===== src/rtl/gray_pkg.sv =====
// Shared types and helpers for the Gray-code receive path (gray_decoder).
package gray_pkg;

  localparam int unsigned MAX_WIDTH = 16;

  typedef enum logic [1:0] {
    S_IDLE  = 2'd0,
    S_TRACK = 2'd1,
    S_ERR   = 2'd2
  } state_t;

  // Works for any width up to MAX_WIDTH: zero-extended Gray bits decode to
  // zero-extended binary bits, so callers pad and truncate.
  function automatic logic [MAX_WIDTH-1:0] gray2bin(input logic [MAX_WIDTH-1:0] g);
    logic [MAX_WIDTH-1:0] b;
    b[MAX_WIDTH-1] = g[MAX_WIDTH-1];
    for (int i = MAX_WIDTH - 2; i >= 0; i--) begin
      b[i] = b[i+1] ^ g[i];
    end
    return b;
  endfunction

endpackage


===== src/rtl/gray_to_bin.sv =====
// Purely combinational WIDTH-bit Gray-to-binary converter.
module gray_to_bin
  import gray_pkg::*;
#(
  parameter int unsigned WIDTH = 3
) (
  input  logic [WIDTH-1:0] gray,
  output logic [WIDTH-1:0] binary
);

  assign binary = WIDTH'(gray2bin(MAX_WIDTH'(gray)));

endmodule


===== src/rtl/gray_decoder.sv =====
// Gray-stream decoder/monitor: converts with 1-cycle latency and checks sequence legality.
// Optional macro GRAY_DECODER_RESYNC_EN lets the ERR state recover on two successive codes.
module gray_decoder
  import gray_pkg::*;
#(
  parameter int unsigned WIDTH = 3
) (
  input  logic             Clk,
  input  logic             Reset_n,
  input  logic             Valid,
  input  logic [WIDTH-1:0] Gray,
  input  logic             ClrErr,
  output logic [WIDTH-1:0] Binary,
  output logic             BinValid,
  output logic             Wrap,
  output logic             Locked,
  output logic             Error
);

  localparam logic [WIDTH-1:0] MAX_CODE = '1;

  state_t           state, state_d;
  logic [WIDTH-1:0] prev, prev_d;
  logic [WIDTH-1:0] binary_d;
  logic             binvalid_d, wrap_d;
  logic [WIDTH-1:0] bin_in;
  logic             is_succ, is_hold;
`ifdef GRAY_DECODER_RESYNC_EN
  // Set once ERR has taken a reference sample and can test the next for succession.
  logic             armed, armed_d;
`endif

  gray_to_bin #(.WIDTH(WIDTH)) u_conv (
    .gray   (Gray),
    .binary (bin_in)
  );

  assign is_succ = (bin_in == prev + WIDTH'(1));
  assign is_hold = (bin_in == prev);
  assign Locked  = (state == S_TRACK);
  assign Error   = (state == S_ERR);

  always_comb begin
    // NOTE: every output of this block gets a default first so no latch is inferred.
    state_d    = state;
    prev_d     = prev;
    binary_d   = Binary;
    binvalid_d = 1'b0;
    wrap_d     = 1'b0;
`ifdef GRAY_DECODER_RESYNC_EN
    armed_d    = armed;
`endif
    if (ClrErr) begin
      state_d = S_IDLE;
      prev_d  = '0;
`ifdef GRAY_DECODER_RESYNC_EN
      armed_d = 1'b0;
`endif
    end else if (Valid) begin
      case (state)
        S_IDLE: begin
          prev_d     = bin_in;
          binary_d   = bin_in;
          binvalid_d = 1'b1;
          state_d    = S_TRACK;
        end
        S_TRACK: begin
          if (is_succ) begin
            prev_d     = bin_in;
            binary_d   = bin_in;
            binvalid_d = 1'b1;
            wrap_d     = (prev == MAX_CODE);
          end else if (is_hold) begin
            binvalid_d = 1'b1;
          end else begin
            state_d = S_ERR;
          end
        end
        S_ERR: begin
`ifdef GRAY_DECODER_RESYNC_EN
          prev_d = bin_in;
          if (armed && is_succ) begin
            state_d    = S_TRACK;
            binary_d   = bin_in;
            binvalid_d = 1'b1;
            wrap_d     = (prev == MAX_CODE);
            armed_d    = 1'b0;
          end else begin
            armed_d = 1'b1;
          end
`endif
        end
        default: state_d = S_IDLE;
      endcase
    end
  end

  // NOTE: sequential state uses non-blocking assignments so all registers update together.
  always_ff @(posedge Clk or negedge Reset_n) begin
    if (!Reset_n) begin
      state    <= S_IDLE;
      prev     <= '0;
      Binary   <= '0;
      BinValid <= 1'b0;
      Wrap     <= 1'b0;
`ifdef GRAY_DECODER_RESYNC_EN
      armed    <= 1'b0;
`endif
    end else begin
      state    <= state_d;
      prev     <= prev_d;
      Binary   <= binary_d;
      BinValid <= binvalid_d;
      Wrap     <= wrap_d;
`ifdef GRAY_DECODER_RESYNC_EN
      armed    <= armed_d;
`endif
    end
  end

endmodule


===== config.mk =====
export PLATFORM = sky130hd
export DESIGN_NAME = gray_decoder
export DESIGN_NICKNAME = d
export VERILOG_FILES = /design/src/rtl/gray_pkg.sv /design/src/rtl/gray_to_bin.sv /design/src/rtl/gray_decoder.sv
export SDC_FILE = /design/constraint.sdc
export NUM_CORES = 1
export LEC_CHECK = 0
export CORE_MARGIN = 1
export CORE_UTILIZATION = 30
export CTS_CLUSTER_DIAMETER = 60
export DETAILED_ROUTE_END_ITERATION = 6
export PLACE_DENSITY = 0.57
export SYNTH_ARGS = -nofsm -noshare
export SYNTH_HDL_FRONTEND = slang
export SYNTH_HIERARCHICAL = 1
export SYNTH_SLANG_ARGS = --single-unit

===== constraint.sdc =====
create_clock -name Clk -period 2.2 [get_ports Clk]
set_input_delay 0.44 -clock Clk [delete_from_list [all_inputs] [get_ports Clk]]
set_output_delay 0.44 -clock Clk [all_outputs]
set_load 0.005 [all_outputs]

=== After elaboration in Yosys (flattened, before gate mapping) ===
Index checks and enable logic that the tools add are counted.

* Register bits: 10
* Output and inout bits: 7

* $add $sub $neg: 1
* Equal/unequal tests: 10
* Mux-type cells: 18
* Bitwise gates (word level): 3
* Reduce and logical (&&, ||, !) cells: 7

{| class="wikitable"
|+ Operators with widths
! kind !! count
|-
| $mux 3 || 3
|-
| $mux 1 || 8
|-
| $mux 2 || 4
|-
| $reduce_and 4->1 || 2
|-
| $eq 3x3->1 || 2
|-
| $ne 3x3->1 const B || 2
|-
| $pmux 2 s3 || 1
|-
| $pmux 3 s2 || 1
|-
| $reduce_bool 2->1 || 2
|-
| $add 3x1->3 const B || 1
|-
| $eq 3x3->1 const B || 1
|-
| $ne 3x2->1 const B || 1
|-
| $reduce_and 3->1 || 1
|-
| $reduce_bool 3->1 || 1
|-
| $eq 2x1->1 const B || 1
|-
| $eq 2x2->1 const B || 1
|-
| $logic_not 2->1 || 1
|-
| $ne 2x1->1 const B || 1
|-
| $ne 2x2->1 const B || 1
|-
| $pmux 1 s2 || 1
|-
| $xor 1x1->1 || 2
|-
| $not 1->1 || 1
|}

=== Longest topological paths before layout ===
Gate-level depths: netlist of run 1.

* Word-level depth: 8
* Gate-level depth with buffers: 6
* Mapped depth without buffers: 6

=== Cells and area by module ===
Netlist of run 1, hierarchy kept.

{| class="wikitable"
|+ By module, submodules not included
! module !! instances !! cells an instance !! area each (um^2)
|-
| gray_decoder || 1 || 50 || 553.0
|-
| gray_to_bin || 1 || 3 || 40.0
|}

=== Least setup slack after synthesis of run 1 ===
OpenSTA, ideal clock, no wires.

* Kind: input port to flip-flop
* From: input Gray[1]
* To: register Binary[0]
* Setup time: 0.125 ns
* Arrival: 1.753 ns
* Data required time: 2.075 ns
* Path slack: 0.322 ns
* Cell stages on the path: 5
* Buffers on the path: 0
* Cells stage by stage: xor3_1 -> xor2_2 -> a31o_4 -> nand2_4 -> mux2_4

* Word-level cells in the longest chain between the ends: 5
* Elaborated cells between the ends (all ways): 7

{| class="wikitable"
|+ RTL lines
! item !! line !! RTL
|-
| start, declared || gray_decoder.sv:11 || <nowiki>input logic [WIDTH-1:0] Gray,</nowiki>
|-
| $xor 1x1->1 (*) || gray_pkg.sv:18 || <nowiki>b[i] = b[i+1] ^ g[i];</nowiki>
|-
| $xor 1x1->1 || gray_pkg.sv:18 ||
|-
| $eq 3x3->1 || gray_decoder.sv:38 || <nowiki>assign is_succ = (bin_in == prev + WIDTH'(1));</nowiki>
|-
| $ne 2x1->1 (no source line) || n/a ||
|-
| $reduce_and 4->1 (no source line) || n/a ||
|-
| end signal, assigned || gray_decoder.sv:112 || <nowiki>Binary <= binary_d;</nowiki>
|-
| end, declared || gray_decoder.sv:13 || <nowiki>output logic [WIDTH-1:0] Binary,</nowiki>
|}

Mark *: on every way between the ends. The rest lies on a longest branch, timed or not. The select of a mux whose other input is x is not followed.
A chain may end at the register's enable or synchronous reset.

=== Worst setup path in the final report of run 1 ===
* From: input Gray[1]
* To: register Binary[1]

* Word-level cells in the longest chain between the ends: 5
* Elaborated cells between the ends (all ways): 7

{| class="wikitable"
|+ RTL lines
! item !! line !! RTL
|-
| $xor 1x1->1 (2 in a row) || gray_pkg.sv:18 ||
|-
| named net bin_in[0] || gray_decoder.sv:26 || <nowiki>logic [WIDTH-1:0] bin_in;</nowiki>
|-
| $eq 3x3->1 || gray_decoder.sv:38 ||
|-
| $ne 2x1->1 (no source line) || n/a ||
|-
| $reduce_and 4->1 (no source line) || n/a ||
|}

The timed path passes the listed nets, and every way through them passes these cells. The select of a mux whose other input is x is not followed.

==> results.cfg, run 1 <==
[finish]
final_common_cell = clkdlybuf4s50_1
seq_area_um2 = 250
nNetsFinal = 88
final_area_um2 = 837
fill_cells = 176
final_util_pct = 46.9
drive_gt1_share_pct = 26.0
final_cells = 102
multi_input_area_um2 = 332
area_delta_synth_final_pct = 41.1
n_antenna_cell = 0
final_cell_mix = 13 x clkdlybuf4s50_1, 10 x dfrtp_1, 9 x buf_4

[worst_setup_path]
r2r_cells = 6
end_kind = register
cpMaxStageDelayCell = clkdlybuf4s50_1
cp.depth = 6
cp_max_fo = 4
path_buf_inv = 1
worst_ep_arrival_time_ns = 2.26
slowest_delay_ns = 0.48
required_ns = 2.34
cp_cell_sequence = clkdlybuf4s50_1 > xor3_1 > xor2_2 > a31o_4 > nand2_4 > mux2_4
setup.worst_path.class = in2reg
startpoint_type = input port
crit_family = XOR/XNOR gates

[route]
routedWlPerCell_um = 10.8
vias = 456
first_pass_iters = 3
drc_errors = 0
routed_wl_um = 1100
final_antenna_net_count = 0
drt_iter0_markers = 1
viasPerCell = 4.47

[cts]
post_cts_buffers = 0
cts.path.max_buffers = 2
cts_sinks = 10
cts_made_buffers = 3
cts_tree = built
cts_root_buf = clkbuf_4
cts_max_level = 1
clk_pin_slew_worst_paths_ns = 0.06
insertion_delay_ns = 0.25
cts-resized-gates = 0
cts.hold.buffers_added = 0

[timing]
fmax_mhz = 473
relSlewSlack_pct = 71.1
max_slew.worst_pin.slew_ns = 0.433
maxSlewViolCount = 0
hold-worst-slack_ns = 0.491
setup_viol = 0
finalCritPeriodShare_pct = 96.1
tns_ns = 0
finalHoldViolations = 0
fin_worst_skew_ns = 0.00112
rsz0062_at_grt = false
min_period_ns = 2.11

[place]
dp_cells = 99
placed_area_um2 = 815
gp_congestion = 0.764
port_buffers = 13
place_hpwl_um = 918

[floorplan]
io_pins = 14
die_h_um = 46.5
die_width_um = 46.5
die-area_um2 = 2160
core_um2 = 1780
rows = 15
start_util_pct = 33.3

[logic_synthesis]
syn_avg_cell_area_um2 = 11.2
yosysUniqueCellTypes = 25
ys.warnings.count = 6
syn_nets = 62
syn-cell-area_um2 = 593
ys_ff_latch = 10
yosysSeqAreaShare_pct = 42.2
synthCells = 53

[grt]
track_usage_pct = 13.4
grt_pass1_vias = 449
antenna_found_initial = 0
grt.overflow.total = 0
grt_max_degree = 11
grt_pass1_wl_um = 1910

[hold_path]
hold_path_class = in2async

[power]
leakage_nw = 0.380
irDropWorstVdd_mv = 0.406
power_density_nw_per_um2 = 674

[status]
run_status = finished, final reports clean

[flow_run]
drv_cap = 0
[synth_stat cells]
cell      count  area (um^2)
a21oi_1       4         20.0
a31o_4        1         17.5
a41oi_1       1         8.76
and2b_4       1         10.0
buf_4         1         7.51
dfrtp_1      10          250
ha_1          2         25.0
inv_1         1         3.75
mux2_4        3         45.0
nand2_1       5         18.8
nand2_4       1         11.3
nand2b_1      2         12.5
nand3_1       5         25.0
nor2_1        2         7.51
nor2b_1       1         6.26
nor2b_2       1         8.76
nor3_1        1         5.00
nor3b_1       1         7.51
o21a_1        1         7.51
o21ai_1       1         5.00
o22ai_1       1         6.26
xnor2_1       2         17.5
xor2_1        3         26.3
xor2_2        1         16.3
xor3_1        1         23.8
[registers in the layout (all words and copies together), names as in the netlist]
name,count
state,2
Wrap,1
prev,3
Binary,3
BinValid,1
[metal layers]
| layer | GRT usage (%) | part of all wire [%] | wire, um | up-vias |
|---|---|---|---|---|
| met3 | 7.06 | 6.8 | 75 | 2 |
| met1 | 13.8 | 44 | 484 | 208 |
| li1 | - | - | - | 233 |
| met5 | 0 | 0 | 0 | - |
| met4 | 5.29 | 1.2 | 13 | 0 |
| met2 | 22.5 | 48 | 531 | 13 |
[path summary, 6_finish.rpt]
check                          start  slack (ns)         to
min in group Clk           Binary[1]        0.51  Binary[1]
setup reg to reg             prev[0]        0.33  Binary[1]
max in group asynchronous    Reset_n        1.41   BinValid
hold reg to reg            Binary[1]        0.51  Binary[1]
setup / recovery             Gray[1]        0.09  Binary[1]
hold / removal               Reset_n        0.49   state[1]
[metrics by stage]
step                      worst slack [ns]  total power [mW]
final                               0.0856             0.564
after global placement              -0.180             0.453
after detailed placement            -0.179             0.453
after floorplan                      0.322             0.344
after CTS                           0.0849             0.574
after global routing                0.0354             0.605
[power by group]
part | total (mW) | switching, mW | internal, mW
combinational | 0.216 | 0.0797 | 0.136
sequential | 0.232 | 0.0203 | 0.211
clock | 0.117 | 0.0539 | 0.0627
[final cells by class]
cell class              count  area share, %
clock buffers               3           2.69
inverters                   1          0.448
multi-input cells          41           39.6
flip-flops and latches     10           29.9
well taps                  25           3.74
repair buffers             22           23.6
[logic make-up after synthesis]
logic type / synth area share, %
compound gates: 11.0
xor+xnor: 14.1
fa+ha+maj: 4.22
buf+inv: 1.90
flops: 42.2
mux: 7.59
simple gates: 19.0
No activity file was read; power rests on OpenSTA's default activity.
==> run 2: changes to the inputs <==
- CELL_PAD_IN_SITES_DETAIL_PLACEMENT: default -> 1
- CELL_PAD_IN_SITES_GLOBAL_PLACEMENT: default -> 1
- PLACE_DENSITY: 0.57 -> 0.68
==> run 2 against run 1 <==
Die area stayed put. Power up 9.4%. Largest power group unchanged. First-iteration DRC count increased to 5.0 times the previous value.
==> results.cfg, run 2 (synthesized netlist as in run 1, its figures left out) <==
[status]
run_status = finished, final reports clean

[route]
final_antenna_net_count = 0
routed_wl_um = 1370
viasPerCell = 4.63
drt_iter0_markers = 5
routedWlPerCell_um = 13.5
vias = 472
drc_errors = 0
first_pass_iters = 2

[grt]
track_usage_pct = 16.5
grt_pass1_wl_um = 2280
grt.overflow.total = 0
grt_pass1_vias = 489
grt_max_degree = 11
antenna_found_initial = 0

[finish]
final_common_cell = clkdlybuf4s50_1
top_regs = Binary (3), prev (3), state (2)
area_delta_synth_final_pct = 42.2
multi_input_area_um2 = 332
fill_cells = 211
nNetsFinal = 87
drive_gt1_share_pct = 26.0
final_cell_mix = 13 x clkdlybuf4s50_1, 10 x dfrtp_1, 8 x buf_4
n_antenna_cell = 0
final_cells = 102
seq_area_um2 = 250

[timing]
min_period_ns = 2.10
max_slew.worst_pin.slew_ns = 0.466
finalCritPeriodShare_pct = 95.3
fmax_mhz = 477
fin_worst_skew_ns = 0.00368
relSlewSlack_pct = 68.8
setup_viol = 0
maxSlewViolCount = 0
worst_slack_ns = 0.103
tns_ns = 0
rsz0062_at_grt = false
finalHoldViolations = 0

[power]
leakage_nw = 0.383
clock_power_share_pct = 26.5
power_density_nw_per_um2 = 732
power_switching_uw = 173
p_comb_share_pct = 35.5
p_int_uw = 444
irDropWorstVdd_mv = 0.341
pwr-share-seq_pct = 38.0
netSwitchingFraction_pct = 28.0

[place]
preCtsSetupSlack_ns = -0.193
place_hpwl_um = 1100
gp_congestion = 0.801
dp_cells = 98
port_buffers = 13

[cts]
clk_pin_slew_worst_paths_ns = 0.06
cts_made_buffers = 3
cts_root_buf = clkbuf_4
post_cts_buffers = 0
cts_tree = built
cts_sinks = 10
cts.path.max_buffers = 2
cts.hold.buffers_added = 0
cts_max_level = 1
cts-resized-gates = 0
insertion_delay_ns = 0.27

[floorplan]
start_util_pct = 33.3
rows = 15
die_h_um = 46.5
die_width_um = 46.5
io_pins = 14
die-area_um2 = 2160
core_um2 = 1780

[flow_run]
drv_cap = 0

[worst_setup_path]
required_ns = 2.36
cp_cell_sequence = clkdlybuf4s50_1 > xor3_1 > xor2_2 > a31o_4 > nand2_4 > mux2_4
end_kind = register
worst_ep_arrival_time_ns = 2.25
startpoint_type = input port
crit_family = XOR/XNOR gates
setup.worst_path.class = in2reg
path_buf_inv = 1
cp_max_fo = 4
cpMaxStageDelayCell = clkdlybuf4s50_1
slowest_delay_ns = 0.48

[hold_path]
hold_path_class = in2async
==> run 2: power by group through the flow <==
stage	registers [mW]	clock network [mW]	logic, mW
2_1_floorplan	0.234	0	0.110
3_3_place_gp	0.238	0	0.214
3_5_place_dp	0.240	0	0.220
4_1_cts	0.236	0.174	0.222
5_1_grt	0.239	0.185	0.239
6_report	0.235	0.164	0.219
==> run 2: per-stage QoR <==
stage	power [mW]	utilization, %	hold slack (ns)	area [um^2]
3_5_place_dp	0.460	45.3	0.514	807
6_report	0.617	47.3	0.489	843
4_1_cts	0.632	47.3	0.500	843
3_3_place_gp	0.452	45.3	0.515	807
5_1_grt	0.663	47.3	0.517	843
2_1_floorplan	0.344	-	0.144	593
==> run 2: final cells by class <==
class / instances / share of cell area, %
clock buffers: 4 / 4.30
inverters: 1 / 0.445
multi-input cells: 41 / 39.3
flip-flops and latches: 10 / 29.7
well taps: 25 / 3.71
repair buffers: 21 / 22.6
==> run 2: layer usage <==
layer	vias to the layer above	GRT usage [%]	wire (um)
met5	-	0	0
met1	226	18.6	615
met4	0	8.82	19
met3	2	5.88	37
met2	10	26.9	701
li1	234	-	-
==> run 2: final timing paths <==
path | from | to | slack, ns | depth (start not counted)
worst max-delay path | Gray[1] | Binary[0] | 0.10 | 6
worst min-delay path | Reset_n | Binary[0] | 0.49 | 1
worst max register to register | prev[0] | Binary[0] | 0.26 | 6
worst min register to register | Binary[2] | Binary[2] | 0.53 | 1
max in group asynchronous | Reset_n | state[0] | 1.39 | 1
min in group Clk | Binary[2] | Binary[2] | 0.53 | 1
==> run 3: changes to the inputs <==
- CORE_UTILIZATION: 30 -> 36
- PLACE_DENSITY: 0.68 -> 0.79
==> run 3 against run 2 <==
Fmax fell by 3.0%. Largest cell class unchanged. Clock skew barely moved. Non-clock buffer count rose by 2. Critical path type unchanged. Combinational power rose by 3%.
==> results.cfg, run 3 (synthesized netlist as in run 1, its figures left out) <==
[route]
first_pass_iters = 4
final_antenna_net_count = 0
drc_errors = 0
wl_met3_um = 60
vias = 474
routedWlPerCell_um = 15.5
dr.max_layer_used = met4
wl_met1_um = 627
drt_iter0_markers = 7
wl_met2_um = 777
viasPerCell = 4.99
routed_wl_um = 1470

[grt]
grt_pass1_vias = 523
grt_pass1_wl_um = 2410
track_usage_pct = 18.9
grt.overflow.total = 0
antenna_found_initial = 0
grt_max_degree = 11

[worst_setup_path]
end_kind = register
required_ns = 2.35
cp_max_fo = 4
worst_ep_arrival_time_ns = 2.31
startpoint_type = input port
setup.worst_path.class = in2reg

[timing]
setup_viol = 0
relSlewSlack_pct = 69.0
finalHoldViolations = 0
fmax_mhz = 463
maxSlewViolCount = 0
fin_worst_skew_ns = 0.00404
worst_slack_ns = 0.0386
finalCritPeriodShare_pct = 98.2
max_slew.worst_pin.slew_ns = 0.464
rsz0062_at_grt = false
min_period_ns = 2.16

[power]
power_switching_uw = 175
power_density_nw_per_um2 = 735
p_comb_share_pct = 36.2
pwr-share-seq_pct = 37.6
leakage_nw = 0.392
irDropWorstVdd_mv = 0.535
clock_power_share_pct = 26.2
p_int_uw = 448
netSwitchingFraction_pct = 28.1

[finish]
final_cell_mix = 13 x clkdlybuf4s50_1, 10 x dfrtp_1, 10 x buf_4
nNetsFinal = 89
fill_cells = 170
final_common_cell = clkdlybuf4s50_1
n_antenna_cell = 0
top_regs = Binary (3), prev (3), state (2)
area_delta_synth_final_pct = 42.8
final_cells = 95
drive_gt1_share_pct = 27.8

[cts]
insertion_delay_ns = 0.27
cts-resized-gates = 0
cts_made_buffers = 3
clk_pin_slew_worst_paths_ns = 0.07
cts_root_buf = clkbuf_4
post_cts_buffers = 0
cts_sinks = 10
cts_tree = built
cts.path.max_buffers = 2
cts.hold.buffers_added = 0
cts_max_level = 1

[floorplan]
io_pins = 14
core_um2 = 1520
start_util_pct = 38.9
rows = 14
die_width_um = 42.6
die_h_um = 42.6
die-area_um2 = 1810

[status]
run_status = finished, final reports clean

[hold_path]
hold_path_class = in2async

[place]
gp_congestion = 0.821
preCtsSetupSlack_ns = -0.223
place_hpwl_um = 1220
port_buffers = 13
dp_cells = 91

[flow_run]
drv_cap = 0
==> run 3: per-stage QoR <==
| stage | area [um^2] | setup TNS (ns) | hold slack, ns | total power, mW | util, % |
|---|---|---|---|---|---|
| after floorplan | 593 | 0 | 0.144 | 0.344 | - |
| after global placement | 811 | -0.945 | 0.511 | 0.454 | 53.2 |
| after detailed placement | 811 | -1.45 | 0.510 | 0.464 | 53.2 |
| after CTS | 847 | 0 | 0.509 | 0.636 | 55.6 |
| after global routing | 847 | 0 | 0.538 | 0.658 | 55.6 |
| final | 847 | 0 | 0.491 | 0.623 | 55.6 |
==> run 3: path summary, 6_finish.rpt <==
| kind | cells after the start | start | slack [ns] | end |
|---|---|---|---|---|
| worst max-delay path | 6 | Gray[1] | 0.04 | Binary[0] |
| worst min-delay path | 1 | Reset_n | 0.49 | prev[0] |
| worst max register to register | 6 | prev[0] | 0.21 | Binary[0] |
| worst min register to register | 1 | Binary[2] | 0.52 | Binary[2] |
| max in group asynchronous | 1 | Reset_n | 1.39 | Binary[2] |
| min in group Clk | 1 | Binary[2] | 0.52 | Binary[2] |
==> run 3: critical path, cell delays in order <==
cell	delay (ns)
clkdlybuf4s50_1	0.48
xor3_1	0.50
xor2_2	0.23
a31o_4	0.27
nand2_4	0.09
mux2_4	0.30
==> run 3: final cells by class <==
class | instances | area, um^2 | area share (%)
multi-input combinational | 41 | 332 | 39.1
sequential | 10 | 250 | 29.5
timing repair buffer | 23 | 205 | 24.2
clock buffer | 4 | 36.3 | 4.28
tap | 16 | 20.0 | 2.36
inverter | 1 | 3.75 | 0.443
==> run 3: power groups by stage <==
stage / logic [mW] / clock network (mW) / registers [mW]
final: 0.225 / 0.163 / 0.234
after global routing: 0.243 / 0.177 / 0.237
after CTS: 0.228 / 0.173 / 0.235
after detailed placement: 0.227 / 0 / 0.238
after global placement: 0.217 / 0 / 0.238
after floorplan: 0.110 / 0 / 0.234
==> run 3: metal layers <==
metal | vias to the layer above | GRT usage, %
met4 | 0 | 5.63
li1 | 237 | -
met1 | 222 | 22.3
met2 | 13 | 32.3
met3 | 2 | 6.47
met5 | - | 0
